`src/rtl/pwm_pkg.sv`:
```
// Shared constants for the PWM counter/comparator slice.
package pwm_pkg;
    localparam int unsigned PWM_WIDTH    = 8;
    localparam int unsigned PWM_DB_WIDTH = 4;
    // per_act resets to all-ones; sliced to WIDTH (up to 32 bits) at the user
    localparam logic [31:0] PWM_PER_ONES = '1;
endpackage

```
`src/rtl/pwm_deadband.sv`:
```
// Dead-band generator: delays each rising edge of raw/~raw by db clk cycles
// and drops both outputs on any raw edge, so the pair never overlaps.
module pwm_deadband
    import pwm_pkg::*;
#(
    parameter int unsigned DB_WIDTH = PWM_DB_WIDTH
) (
    input  logic                clk,
    input  logic                rst_n,
    input  logic                raw,
    input  logic [DB_WIDTH-1:0] db,
    output logic                pwm_hi,
    output logic                pwm_lo
);

    logic                raw_q;
    logic [DB_WIDTH-1:0] dcnt;

    always_ff @(posedge clk or negedge rst_n) begin
        if (!rst_n) begin
            raw_q  <= 1'b0;
            dcnt   <= '0;
            pwm_hi <= 1'b0;
            pwm_lo <= 1'b0;
        end else begin
            raw_q <= raw;
            if (raw != raw_q) begin
                // a new edge restarts the gap; a still-running gap is abandoned
                dcnt   <= db;
                pwm_hi <= (db == '0) ? raw  : 1'b0;
                pwm_lo <= (db == '0) ? ~raw : 1'b0;
            end else if (dcnt != '0) begin
                dcnt <= dcnt - DB_WIDTH'(1);
                if (dcnt == DB_WIDTH'(1)) begin
                    pwm_hi <= raw;
                    pwm_lo <= ~raw;
                end
            end else begin
                pwm_hi <= raw;
                pwm_lo <= ~raw;
            end
        end
    end

endmodule

```
`src/rtl/pwm_core.sv`:
```
// pwm_core: tick-driven period counter with a registered comparator and
// double-buffered period/duty. Define PWM_DEADBAND_EN for dead-band outputs.
module pwm_core
    import pwm_pkg::*;
#(
    parameter int unsigned WIDTH    = PWM_WIDTH,
    parameter int unsigned DB_WIDTH = PWM_DB_WIDTH
) (
    input  logic                clk,
    input  logic                rst_n,
    input  logic                presc_clk,
    input  logic                presc_bypass,
    input  logic                en,
    input  logic [WIDTH-1:0]    period,
    input  logic [WIDTH-1:0]    duty,
    input  logic                load,
    input  logic [DB_WIDTH-1:0] db,
    output logic                pwm_out,
    output logic                pwm_n,
    output logic                period_end
);

    localparam logic [WIDTH-1:0] PER_RST = PWM_PER_ONES[WIDTH-1:0];

    logic             presc_q;
    logic             tick;
    logic             wrap;
    logic             apply;
    logic             pend;
    logic             raw;
    logic [WIDTH-1:0] cnt;
    logic [WIDTH-1:0] per_act;
    logic [WIDTH-1:0] duty_act;
    logic [WIDTH-1:0] per_pend;
    logic [WIDTH-1:0] duty_pend;
    logic [WIDTH-1:0] cnt_next;
    logic [WIDTH-1:0] per_act_next;
    logic [WIDTH-1:0] duty_act_next;

    assign tick = presc_bypass | (presc_clk & ~presc_q);

    // Pending values move to the active set at a wrap or whenever disabled.
    always_comb begin
        wrap     = (cnt == per_act);
        apply    = 1'b0;
        cnt_next = cnt;
        if (!en) begin
            cnt_next = '0;
            apply    = pend;
        end else if (tick) begin
            if (wrap) begin
                cnt_next = '0;
                apply    = pend;
            end else begin
                cnt_next = cnt + WIDTH'(1);
            end
        end
        per_act_next  = apply ? per_pend  : per_act;
        duty_act_next = apply ? duty_pend : duty_act;
    end

    always_ff @(posedge clk or negedge rst_n) begin
        if (!rst_n) begin
            presc_q    <= 1'b0;
            cnt        <= '0;
            per_act    <= PER_RST;
            duty_act   <= '0;
            per_pend   <= '0;
            duty_pend  <= '0;
            pend       <= 1'b0;
            raw        <= 1'b0;
            period_end <= 1'b0;
        end else begin
            presc_q    <= presc_clk;
            cnt        <= cnt_next;
            per_act    <= per_act_next;
            duty_act   <= duty_act_next;
            raw        <= en & (cnt_next < duty_act_next);
            period_end <= en & tick & wrap;
            // a load coinciding with an apply becomes the next pending set
            if (load) begin
                per_pend  <= period;
                duty_pend <= duty;
                pend      <= 1'b1;
            end else if (apply) begin
                pend <= 1'b0;
            end
        end
    end

`ifdef PWM_DEADBAND_EN
    pwm_deadband #(
        .DB_WIDTH(DB_WIDTH)
    ) u_deadband (
        .clk    (clk),
        .rst_n  (rst_n),
        .raw    (raw),
        .db     (db),
        .pwm_hi (pwm_out),
        .pwm_lo (pwm_n)
    );
`else
    logic [DB_WIDTH-1:0] unused_db;
    assign unused_db = db;
    assign pwm_out   = raw;
    assign pwm_n     = ~raw;
`endif

endmodule

```
`config.mk`:
```
export PLATFORM = sky130hd
export DESIGN_NAME = pwm_core
export DESIGN_NICKNAME = d
export VERILOG_FILES = /design/src/rtl/pwm_pkg.sv /design/src/rtl/pwm_deadband.sv /design/src/rtl/pwm_core.sv
export SDC_FILE = /design/constraint.sdc
export NUM_CORES = 1
export LEC_CHECK = 0
export BUFFER_PORTS_ARGS = -buffer_cell sky130_fd_sc_hd__buf_4
export CAP_MARGIN = 0
export CORE_UTILIZATION = 44
export CTS_CLUSTER_DIAMETER = 30
export DETAILED_ROUTE_END_ITERATION = 8
export GPL_ROUTABILITY_DRIVEN = 1
export PLACE_DENSITY = 0.64
export SLEW_MARGIN = 20
export SYNTH_ARGS = -nofsm -noshare
export SYNTH_HDL_FRONTEND = slang
export SYNTH_SLANG_ARGS = --single-unit
```
`constraint.sdc`:
```
create_clock -name clk -period 3.2 [get_ports clk]
set_input_delay 0.32 -clock clk [delete_from_list [all_inputs] [get_ports clk]]
set_output_delay 0.32 -clock clk [all_outputs]
set_load 0.02 [all_outputs]
```
# Word level (Yosys, flattened, before mapping)
# Index checks and enable logic that the tools add are counted.
# word_totals
regBits,44
out_inout_bits,3
# classes
n_addsub,1
magnitude_cmp,1
n_eq_ne,1
n_mux,9
n_bitwise,7
reduce_logical,1
# ops
op,n
8-bit 2-to-1 mux,4
8-bit by 1-bit adder with 8-bit output (second input constant),1
8-bit == test,1
8-bit < comparator,1
1-bit 2-to-1 mux,5
1-bit AND,4
1-bit NOT,2
2-bit nonzero test,1
1-bit OR,1

# Longest topological paths before layout
# Gate-level depths: netlist of run 1.
# depth
depth_word,8
mapped_depth,12
ltp_nobuf,11

# Least setup slack after synthesis of run 1
# OpenSTA, ideal clock, no wires.
# synth_timing
path_type,register -> register
from,register per_act[6]
to,register raw (netlist: pwm_out)
arrival_ns,2.529
required_ns,3.134
slack_ns,0.606
path_stages_with_launch,13
path_buffers,1
path_cell_list,dfstp_2 > xnor2_1 > nand4_2 > o31ai_4 > nand2_4 > buf_6 > mux2i_1 > ha_1 > a21o_1 > a21oi_1 > o22ai_1 > nor3_1 > o31a_1
# synth_between
elab_chain_len,7
word_cells_on_any_way,10
classes_between,order compare (1); eq/ne (1); mux (7); bitwise (1)
# synth_rtl
element,line,source
"start, declared",pwm_core.sv:32,logic [WIDTH-1:0] per_act;
"start signal, assigned",pwm_core.sv:76,per_act <= per_act_next;
8-bit == test *,pwm_core.sv:44,wrap = (cnt == per_act);
1-bit 2-to-1 mux,pwm_core.sv:51,if (wrap) begin
1-bit 2-to-1 mux,pwm_core.sv:50,end else if (tick) begin
1-bit 2-to-1 mux,pwm_core.sv:47,if (!en) begin
8-bit 2-to-1 mux,pwm_core.sv:59,duty_act_next = apply ? duty_pend : duty_act;
8-bit < comparator *,pwm_core.sv:78,raw <= en & (cnt_next < duty_act_next);
1-bit AND *,pwm_core.sv:78,
"end signal, assigned",pwm_core.sv:78,
"end, declared",pwm_core.sv:30,logic raw;
# Mark *: on every way between the ends. The rest lies on a longest branch, timed or not.
# A chain may end at the register's enable or synchronous reset.

# Final worst setup path of run 1
# layout_timing
from,register per_act[5]
to,register raw (netlist: pwm_out)
# Same word-level chain as after synthesis.

==> results of run 1 <==
## cell usage after synthesis (2+ instances only)
| master | instances |
|---|---|
| dfrtp_1 | 36 |
| mux2_2 | 20 |
| mux2_4 | 13 |
| xnor2_1 | 11 |
| dfstp_2 | 8 |
| ha_1 | 8 |
| mux2i_1 | 8 |
| nor2_1 | 7 |
| a21oi_1 | 4 |
| inv_1 | 4 |
| nand2_1 | 4 |
| nand3_1 | 3 |
| nor3_1 | 3 |
| a21o_1 | 2 |
| buf_6 | 2 |
| clkbuf_1 | 2 |
| nand4_1 | 2 |
| o21ai_0 | 2 |
| or3_1 | 2 |
| xor2_1 | 2 |
## where the power goes
part	total, W	switching [W]	internal, W
clock network	0.000354	0.000182	0.000172
logic	0.000248	0.000103	0.000145
registers	0.000691	0.0000503	0.000641
total	0.00129	0.000335	0.000958
## metrics by stage
step / power, W / instances / area [µm²] / setup slack, ns / util, %
3_5_place_dp: 0.000953 / 232 / 2370 / 0.603 / 52.6
2_1_floorplan: 0.000871 / 157 / 2130 / 0.606 / -
3_3_place_gp: 0.000934 / 232 / 2370 / 0.655 / 52.6
4_1_cts: 0.00132 / 240 / 2460 / 0.572 / 54.7
6_report: 0.00129 / 240 / 2460 / 0.570 / 54.7
5_1_grt: 0.00136 / 240 / 2460 / 0.333 / 54.7
## cells by family after synthesis
kind of cell | after synthesis
AOI/OAI and AO/OA | 16
xor gates and xnor gates | 13
adders and majority gates | 8
buffers and inverters | 8
DFF | 44
muxes | 41
and+or+nand+nor | 27
## cell type report
| type | instances | area (µm²) |
|---|---|---|
| Inverter | 4 | 15.0 |
| Timing Repair Buffer | 27 | 203 |
| Clock inverter | 2 | 10.0 |
| Multi-Input combinational cell | 105 | 976 |
| Clock buffer | 6 | 82.6 |
| Tap cell | 52 | 65.1 |
| Sequential cell | 44 | 1110 |
| Fill cell | 390 | 2040 |
## layer usage
| layer | up-vias | part of all wire, % |
|---|---|---|
| li1 | 615 | - |
| met3 | 6 | 2.9 |
| met4 | 0 | 1.4 |
| met5 | - | 0 |
| met2 | 20 | 51 |
| met1 | 647 | 45 |
## worst register-to-register path: stages (launching register included)
cell and delay [ns]:
dfstp_2 0.55, xnor2_1 0.13, o21ai_1 0.17, o31ai_4 0.33
nand2_4 0.16, mux2i_1 0.16, ha_1 0.32, a21o_1 0.19
a21oi_1 0.17, o22ai_1 0.10, nor3_1 0.14, o31a_1 0.16
## state kept, by name, indices dropped and copies added, names as in the netlist
register / cells
cnt: 8
duty_act: 8
duty_pend: 8
pend: 1
per_act: 8
per_pend: 8
period_end: 1
presc_q: 1
pwm_out: 1
## final timing paths
check / to / slack [ns] / from / depth (start not counted)
worst min register to register: per_act[1] / 0.51 / per_pend[1] / 1
worst max register to register: pwm_out / 0.57 / per_act[5] / 11
worst min-delay path: cnt[5] / 0.01 / rst_n / 1
max in group asynchronous: per_act[7] / 2.81 / rst_n / 1
worst max-delay path: pwm_out / 0.57 / per_act[5] / 11
min in group clk: presc_q / 0.15 / presc_clk / 1
==> impl_metrics.tcl, run 1 <==
set metrics [dict create \
    status "finished clean" \
    worst_clock_skew_ns 0.0111 \
    synth_edf_count 0 \
    synthDistinctLibCells 34 \
    clock_sinks 44 \
    layout.nets 221 \
    drt_iter0_drc 87 \
    drv_slew 0 \
    synth_fa_ha_area_share_pct 4.69 \
    crit_fanout 8 \
    grt_pass1_wl_mm 6.65 \
    first_global_vias 1370 \
    ys.flop_type "dfrtp_1" \
    fp.dieArea_um2 5130 \
    layout_commonest_cell "dfrtp_1" \
    yosys.area.top_type_share_pct 42.3 \
    ant_nets 0 \
    max_cap_viol_count 0 \
    grt_max_degree 45 \
    relSlewSlack_pct 63.5 \
    synth_seq_cells 44 \
    slowest_stage "dfstp_2" \
    grt_overflow 0 \
    clk_path_buf_depth 2 \
    die_w_um 71.6 \
    cts_tree "yes" \
    hold_viol_final 0 \
    num_vias 1288 \
    tns_ns 0 \
    syn_avg_cell_area_um2 13.6 \
    grt_util_met3_pct 4.22 \
    synth_compound_area_share_pct 5.46 \
    crit_chain "xnor2_1 > o21ai_1 > o31ai_4 > nand2_4 > mux2i_1 > ha_1 > a21o_1 > a21oi_1 > o22ai_1 > nor3_1 > o31a_1" \
    diodes 0 \
    synthTopCellsByArea "dfrtp_1, mux2_2, dfstp_2" \
    wirelength_mm 3.89 \
    start_util_pct 47.3 \
    pin_count 29 \
    worst_path_largest_cell_delay_ns 0.55 \
    whs_ns 0.0108 \
    layout-area-overhead-vs-synth_pct 15.5 \
    cts_root_buf "clkbuf_8" \
    coreArea_um2 4500 \
    cts_setup_buffers 0 \
    gr-usage-met1_pct 21.9 \
    synth_cells 157 \
    port_buffers 24 \
    ir_worst_vdd_mv 0.251 \
    dp_hpwl_mm 2.82 \
    synth-xor-area-share_pct 5.34 \
    synth-simple-area-share_pct 6.81 \
    cellPowerDensity_nw_per_um2 525 \
    cp.required_ns 3.44 \
    viasPerCell 5.37 \
    ctsResizeCount 0 \
    first_pass_iters 4 \
    syn_area_um2 2130 \
    cp-start-kind "register" \
    postSynth.asyncResetShare_pct 100 \
    tightest_slew_ns 0.548 \
    critPathBufInv 0 \
    setup_viol 0 \
    cts_buffers 5 \
    max_freq_mhz 380 \
    syn_nets 191 \
    synth_top_family_by_area "multiplexers" \
    clock_latency_ns 0.30 \
    use_met2_pct 29.7 \
    muxShareOfSynthArea_pct 23.5 \
    die_h_um 71.6 \
    clkTransAtPathRegs_ns 0.08 \
    cp_top_family "compound AO/OA/AOI/OAI gates" \
    drive_gt1_share_pct 42.6 \
    fin_crit_ns 2.63 \
    wl_per_cell_um 16.2 \
    htree_levels 2 \
    fp-row-count 24 \
    gp_congestion 0.774 \
    final_cell_mix "dfrtp_1, buf_4, mux2_2, mux2_4, xnor2_1" \
    track_usage_pct 17.4 \
    power.leakage_nw 1.16 \
    final.period_utilization_pct 82.2 \
    synth_top_area_cell "dfrtp_1" \
    arrival_ns 2.87 \
    postCtsHoldBufs 0 \
    hp-class "input port to async pin" \
    rsz0062_at_grt "false" \
    busiest_layer "met2" \
    drc_errors 0 \
    synth-seq-area-share_pct 52.1 \
    synth_warnings 0 \
    antenna_found_initial 0 \
    endpoint_kind "register" \
    crit_type "register to register" \
]
Note: power is estimated with default switching activity, not from simulation.
==> run 2, diff against run 1 <==
PLACE_DENSITY = 0.66   (was 0.64)
clock period = 2.4 ns   (was 3.2 ns; I/O delays follow)
==> run 2 against run 1 <==
The flow now finishes with violations (setup timing). Final area increased by 9.1%. Total power rose by 45%. Critical path depth stayed put. Sequential power rose by 34%. Cell count rose by 8.3%. Die area unchanged. Clock power up 56%. Critical endpoint unchanged.
==> impl_metrics.tcl, run 2 (synthesized netlist as in run 1, its figures left out) <==
set metrics [dict create \
    min_to "presc_q" \
    violations "setup timing" \
    hold_start "presc_clk" \
    drv_slew 0 \
    hp-class "input port to register" \
    crit_type "register to register" \
    max_cap_viol_count 0 \
    ir_worst_vdd_mv 0.417 \
    r2r_slack_ns -0.19 \
    r2r_start "per_act[4]" \
    first_pass_iters 4 \
    status "complete, but fails checks" \
    clock_sinks 44 \
    slowest_stage "dfstp_2" \
    clock_latency_ns 0.29 \
    num_vias 1377 \
    ant_nets 0 \
    cts_root_buf "clkbuf_8" \
    reg2reg_depth 11 \
    antenna_found_initial 0 \
    pin_count 29 \
    grt_max_degree 45 \
    setup_viol 1 \
    place_area_um2 2440 \
    cp_top_family "compound AO/OA/AOI/OAI gates" \
    first_global_vias 1491 \
    dp_hpwl_mm 2.95 \
    grt_pass1_wl_mm 7.07 \
    gp_congestion 0.805 \
    track_usage_pct 18.2 \
    whs_ns 0.0633 \
    layout_commonest_cell "buf_4" \
    cts_buffers 5 \
    start_util_pct 47.3 \
    drc_errors 0 \
    die_h_um 71.6 \
    htree_levels 2 \
    final.period_utilization_pct 108 \
    crit_chain "xnor2_2 > nand4_2 > o31ai_4 > nand2_4 > mux2i_1 > ha_1 > a21o_1 > a21oi_2 > o22ai_1 > nor3_1 > o31a_1" \
    fp-row-count 24 \
    finalPower_w 0.00188 \
    final_area_um2 2690 \
    cts_tree "yes" \
    max_freq_mhz 386 \
    tightest_slew_ns 0.532 \
    critPathBufInv 0 \
    fin_crit_ns 2.59 \
    drt_iter0_drc 49 \
    cp.required_ns 2.63 \
    layout.nets 241 \
    power.leakage_nw 1.28 \
    wl_per_cell_um 15.6 \
    drive_gt1_share_pct 50.5 \
    timing.rr.end "pwm_out" \
    viasPerCell 5.30 \
    port_buffers 24 \
    rsz0062_at_grt "true" \
    endpoint_kind "register" \
    holdPathStages 1 \
    clk_path_buf_depth 2 \
    fp.dieArea_um2 5130 \
    worst_slack_ns -0.189 \
    cp-start-kind "register" \
    hold_viol_final 0 \
    coreArea_um2 4500 \
    wirelength_mm 4.06 \
    diodes 0 \
    die_w_um 71.6 \
    relSlewSlack_pct 64.5 \
    arrival_ns 2.82 \
    worst_clock_skew_ns 0.00694 \
    cp-startpoint "per_act[4]" \
    cellPowerDensity_nw_per_um2 700 \
    fill_cells 356 \
    layout-area-overhead-vs-synth_pct 26.0 \
    tns_ns -0.189 \
    final_cell_mix "buf_4, dfrtp_1, mux2_2, mux2_4" \
    clkTransAtPathRegs_ns 0.08 \
    worst_path_largest_cell_delay_ns 0.56 \
    crit_fanout 4 \
    grt_overflow 0 \
]
run 2: worst max-delay path by stage:
stage | end | slack [ns] | depth (start not counted)
global placement | pwm_out | -0.09 | 11
CTS | pwm_out | -0.15 | 11
detailed placement | pwm_out | -0.20 | 11
floorplan | pwm_out | -0.17 | 12
finish | pwm_out | -0.19 | 11
global route | pwm_out | -0.25 | 11
run 2: repair_timing:
action	in CTS	in global routing
hold endpoints to repair	36	0
gates resized for setup	7	4
pin swaps	5	6
buffers inserted	7	2
gates cloned	0	0
hold buffers	1	0
endpoints found under the setup margin	1	1
run 2: worst reg2reg max path, delay by kind of cell (launching register included):
kind / cells / cell delay, ns
AO/OA/AOI/OAI: 5 / 0.96
AND/OR/NAND/NOR: 3 / 0.43
adder cells (fa/ha/maj): 1 / 0.32
multiplexers: 1 / 0.14
flip-flops: 1 / 0.56
XOR/XNOR: 1 / 0.12
run 2: metal layers:
| metal | track usage (%) | up-vias | routed length [µm] |
|---|---|---|---|
| li1 | - | 660 | - |
| met1 | 23.4 | 687 | 1860 |
| met2 | 30.1 | 25 | 2000 |
| met3 | 3.80 | 5 | 132 |
| met4 | 7.63 | 0 | 64 |
| met5 | 0 | - | 0 |
run 2: report_power, final:
| group | switching, W | total (W) | internal [W] | leakage, nW |
|---|---|---|---|---|
| Clock | 0.000245 | 0.000554 | 0.000309 | 0.0552 |
| Combinational | 0.000155 | 0.000403 | 0.000248 | 0.705 |
| Sequential | 0.0000681 | 0.000923 | 0.000855 | 0.523 |
run 2: cell type report:
class                      count  area (µm²)  area share (%)
sequential                    44        1110            41.4
multi-input combinational    105        1020            37.9
timing repair buffer          47         370            13.8
clock buffer                   6        72.6            2.70
tap                           52        65.1            2.42
clock inverter                 2        35.0            1.30
inverter                       4        15.0           0.559
run 2: stage by stage:
| step | setup WS (ns) | cells | util (%) |
|---|---|---|---|
| floorplan | -0.167 | 157 | - |
| global placement | -0.0860 | 242 | 54.3 |
| detailed placement | -0.197 | 242 | 54.3 |
| CTS | -0.149 | 258 | 58.7 |
| global route | -0.254 | 260 | 59.6 |
| finish | -0.189 | 260 | 59.6 |
==> run 3, diff against run 2 <==
clock period = 2.2 ns   (was 2.4 ns; I/O delays follow)
==> run 3 against run 2 <==
The flow still finishes with violations (setup timing). Sequential power rose by 9%. Global-route usage rose by 0.20 points. Flip-flop and latch count did not move. Combinational power fell by 1%. Final area fell by 2.5%. Non-clock buffer count did not move. Cell count did not move. First-iteration DRC count rose by 45%. Worst hold slack improved by 0.065 ns. Clock power fell by 13%. Wire length rose by 2.4%. Critical path depth did not move. Critical endpoint unchanged. Largest cell class unchanged.
==> impl_metrics.tcl, run 3 (synthesized netlist as in run 1, its figures left out) <==
set metrics [dict create \
    cts_tree "yes" \
    die_h_um 71.6 \
    coreArea_um2 4500 \
    cp-start-kind "register" \
    cts_buffers 5 \
    switching_share_pct 26.1 \
    diodes 0 \
    clock_sinks 44 \
    wl_per_cell_um 16.0 \
    cellPowerDensity_nw_per_um2 720 \
    worst_clock_skew_ns 0.00439 \
    worst_slack_ns -0.323 \
    crit_type "register to register" \
    die_w_um 71.6 \
    ir_worst_vdd_mv 0.412 \
    setup_viol 1 \
    relSlewSlack_pct 63.9 \
    gp_congestion 0.942 \
    fin_crit_ns 2.52 \
    arrival_ns 2.76 \
    layout_commonest_cell "buf_4" \
    internal-power_w 0.00139 \
    grt_pass1_wl_mm 7.18 \
    rsz0062_at_grt "true" \
    first_global_vias 1553 \
    finalPower_w 0.00189 \
    hold_viol_final 0 \
    drt_iter0_drc 71 \
    fp-row-count 24 \
    port_buffers 24 \
    critPathBufInv 0 \
    comb_power_share_pct 21.1 \
    max_freq_mhz 396 \
    final_cell_mix "buf_4, dfrtp_1, mux2_2, mux2_4, xnor2_1" \
    hp-class "input port to register" \
    endpoint_kind "register" \
    whs_ns 0.128 \
    slowest_stage "dfstp_2" \
    grt_overflow 0 \
    final.period_utilization_pct 115 \
    switching_power_w 0.000492 \
    cp.required_ns 2.44 \
    worst_path_largest_cell_delay_ns 0.55 \
    grt_max_degree 45 \
    dp_hpwl_mm 3.02 \
    clk_path_buf_depth 2 \
    clkTransAtPathRegs_ns 0.08 \
    power.leakage_nw 1.25 \
    max_cap_viol_count 0 \
    track_usage_pct 18.4 \
    num_vias 1374 \
    drc_errors 0 \
    layout-area-overhead-vs-synth_pct 22.8 \
    start_util_pct 47.3 \
    htree_levels 2 \
    drv_slew 0 \
    first_pass_iters 4 \
    clock_latency_ns 0.30 \
    pin_count 29 \
    tightest_slew_ns 0.541 \
    clockPowerShare_pct 25.6 \
    status "complete, but fails checks" \
    fp.dieArea_um2 5130 \
    final_util_pct 58.1 \
    wirelength_mm 4.16 \
    drive_gt1_share_pct 47.6 \
    violations "setup timing" \
    crit_chain "xnor2_1 > nand4_2 > o31ai_4 > nand2_4 > mux2i_1 > ha_1 > a21o_1 > a21oi_1 > o22ai_1 > nor3_1 > o31a_1" \
    final_area_um2 2620 \
    layout.nets 241 \
    viasPerCell 5.28 \
    power_frac_seq_pct 53.3 \
    crit_fanout 6 \
    antenna_found_initial 0 \
    ant_nets 0 \
    place_area_um2 2500 \
    cts_root_buf "clkbuf_8" \
    cp_top_family "compound AO/OA/AOI/OAI gates" \
]
## run 3: changes by cell type in the layout (fill, tap and decap cells not counted), sizes merged
cell and change:
clkbuf +1, bufinv -1
## run 3: power by group through the flow
stage	registers (W)	clock network [W]	logic (W)
floorplan	0.000998	0	0.000269
global placement	0.00101	0	0.000376
detailed placement	0.00102	0	0.000387
CTS	0.00101	0.000500	0.000392
global route	0.00102	0.000525	0.000437
finish	0.00101	0.000483	0.000398
## run 3: path summary, 6_finish.rpt
check | startpoint | end | slack, ns | cells after the start
min reg2reg | per_pend[5] | per_act[5] | 0.51 | 1
min | presc_clk | presc_q | 0.13 | 2
max | per_act[4] | pwm_out | -0.32 | 11
min in group asynchronous | rst_n | duty_act[0] | 0.45 | 2
max reg2reg | per_act[4] | pwm_out | -0.32 | 11
max in group asynchronous | rst_n | per_act[2] | 1.37 | 2
## run 3: area by class of cell
type	instances	area (µm²)
clock buffer	7	76.3
clock inverter	1	5.00
fill	377	1890
inverter	4	15.0
multi-input combinational	105	983
sequential	44	1110
tap	52	65.1
timing repair buffer	47	363
## run 3: layer usage
metal	track usage, %	wire length [µm]	vias to the layer above
met4	7.63	61	0
li1	-	-	661
met2	29.8	1990	29
met1	24.3	1960	677
met5	0	0	-
met3	3.94	142	7
## run 3: repair_timing
action / CTS / global route
setup endpoints to repair: 1 / 1
hold endpoints to repair: 36 / 0
hold buffers: 1 / 0
gates resized for setup: 0 / 4
pin swaps: 0 / 2
setup buffers: 0 / 1
## run 3: through the flow
step,setup TNS [ns],setup WS (ns),std cells
floorplan,-0.367,-0.367,157
global placement,-0.257,-0.257,250
detailed placement,-0.292,-0.292,250
CTS,-0.324,-0.324,259
global route,-0.458,-0.458,260
finish,-0.323,-0.323,260
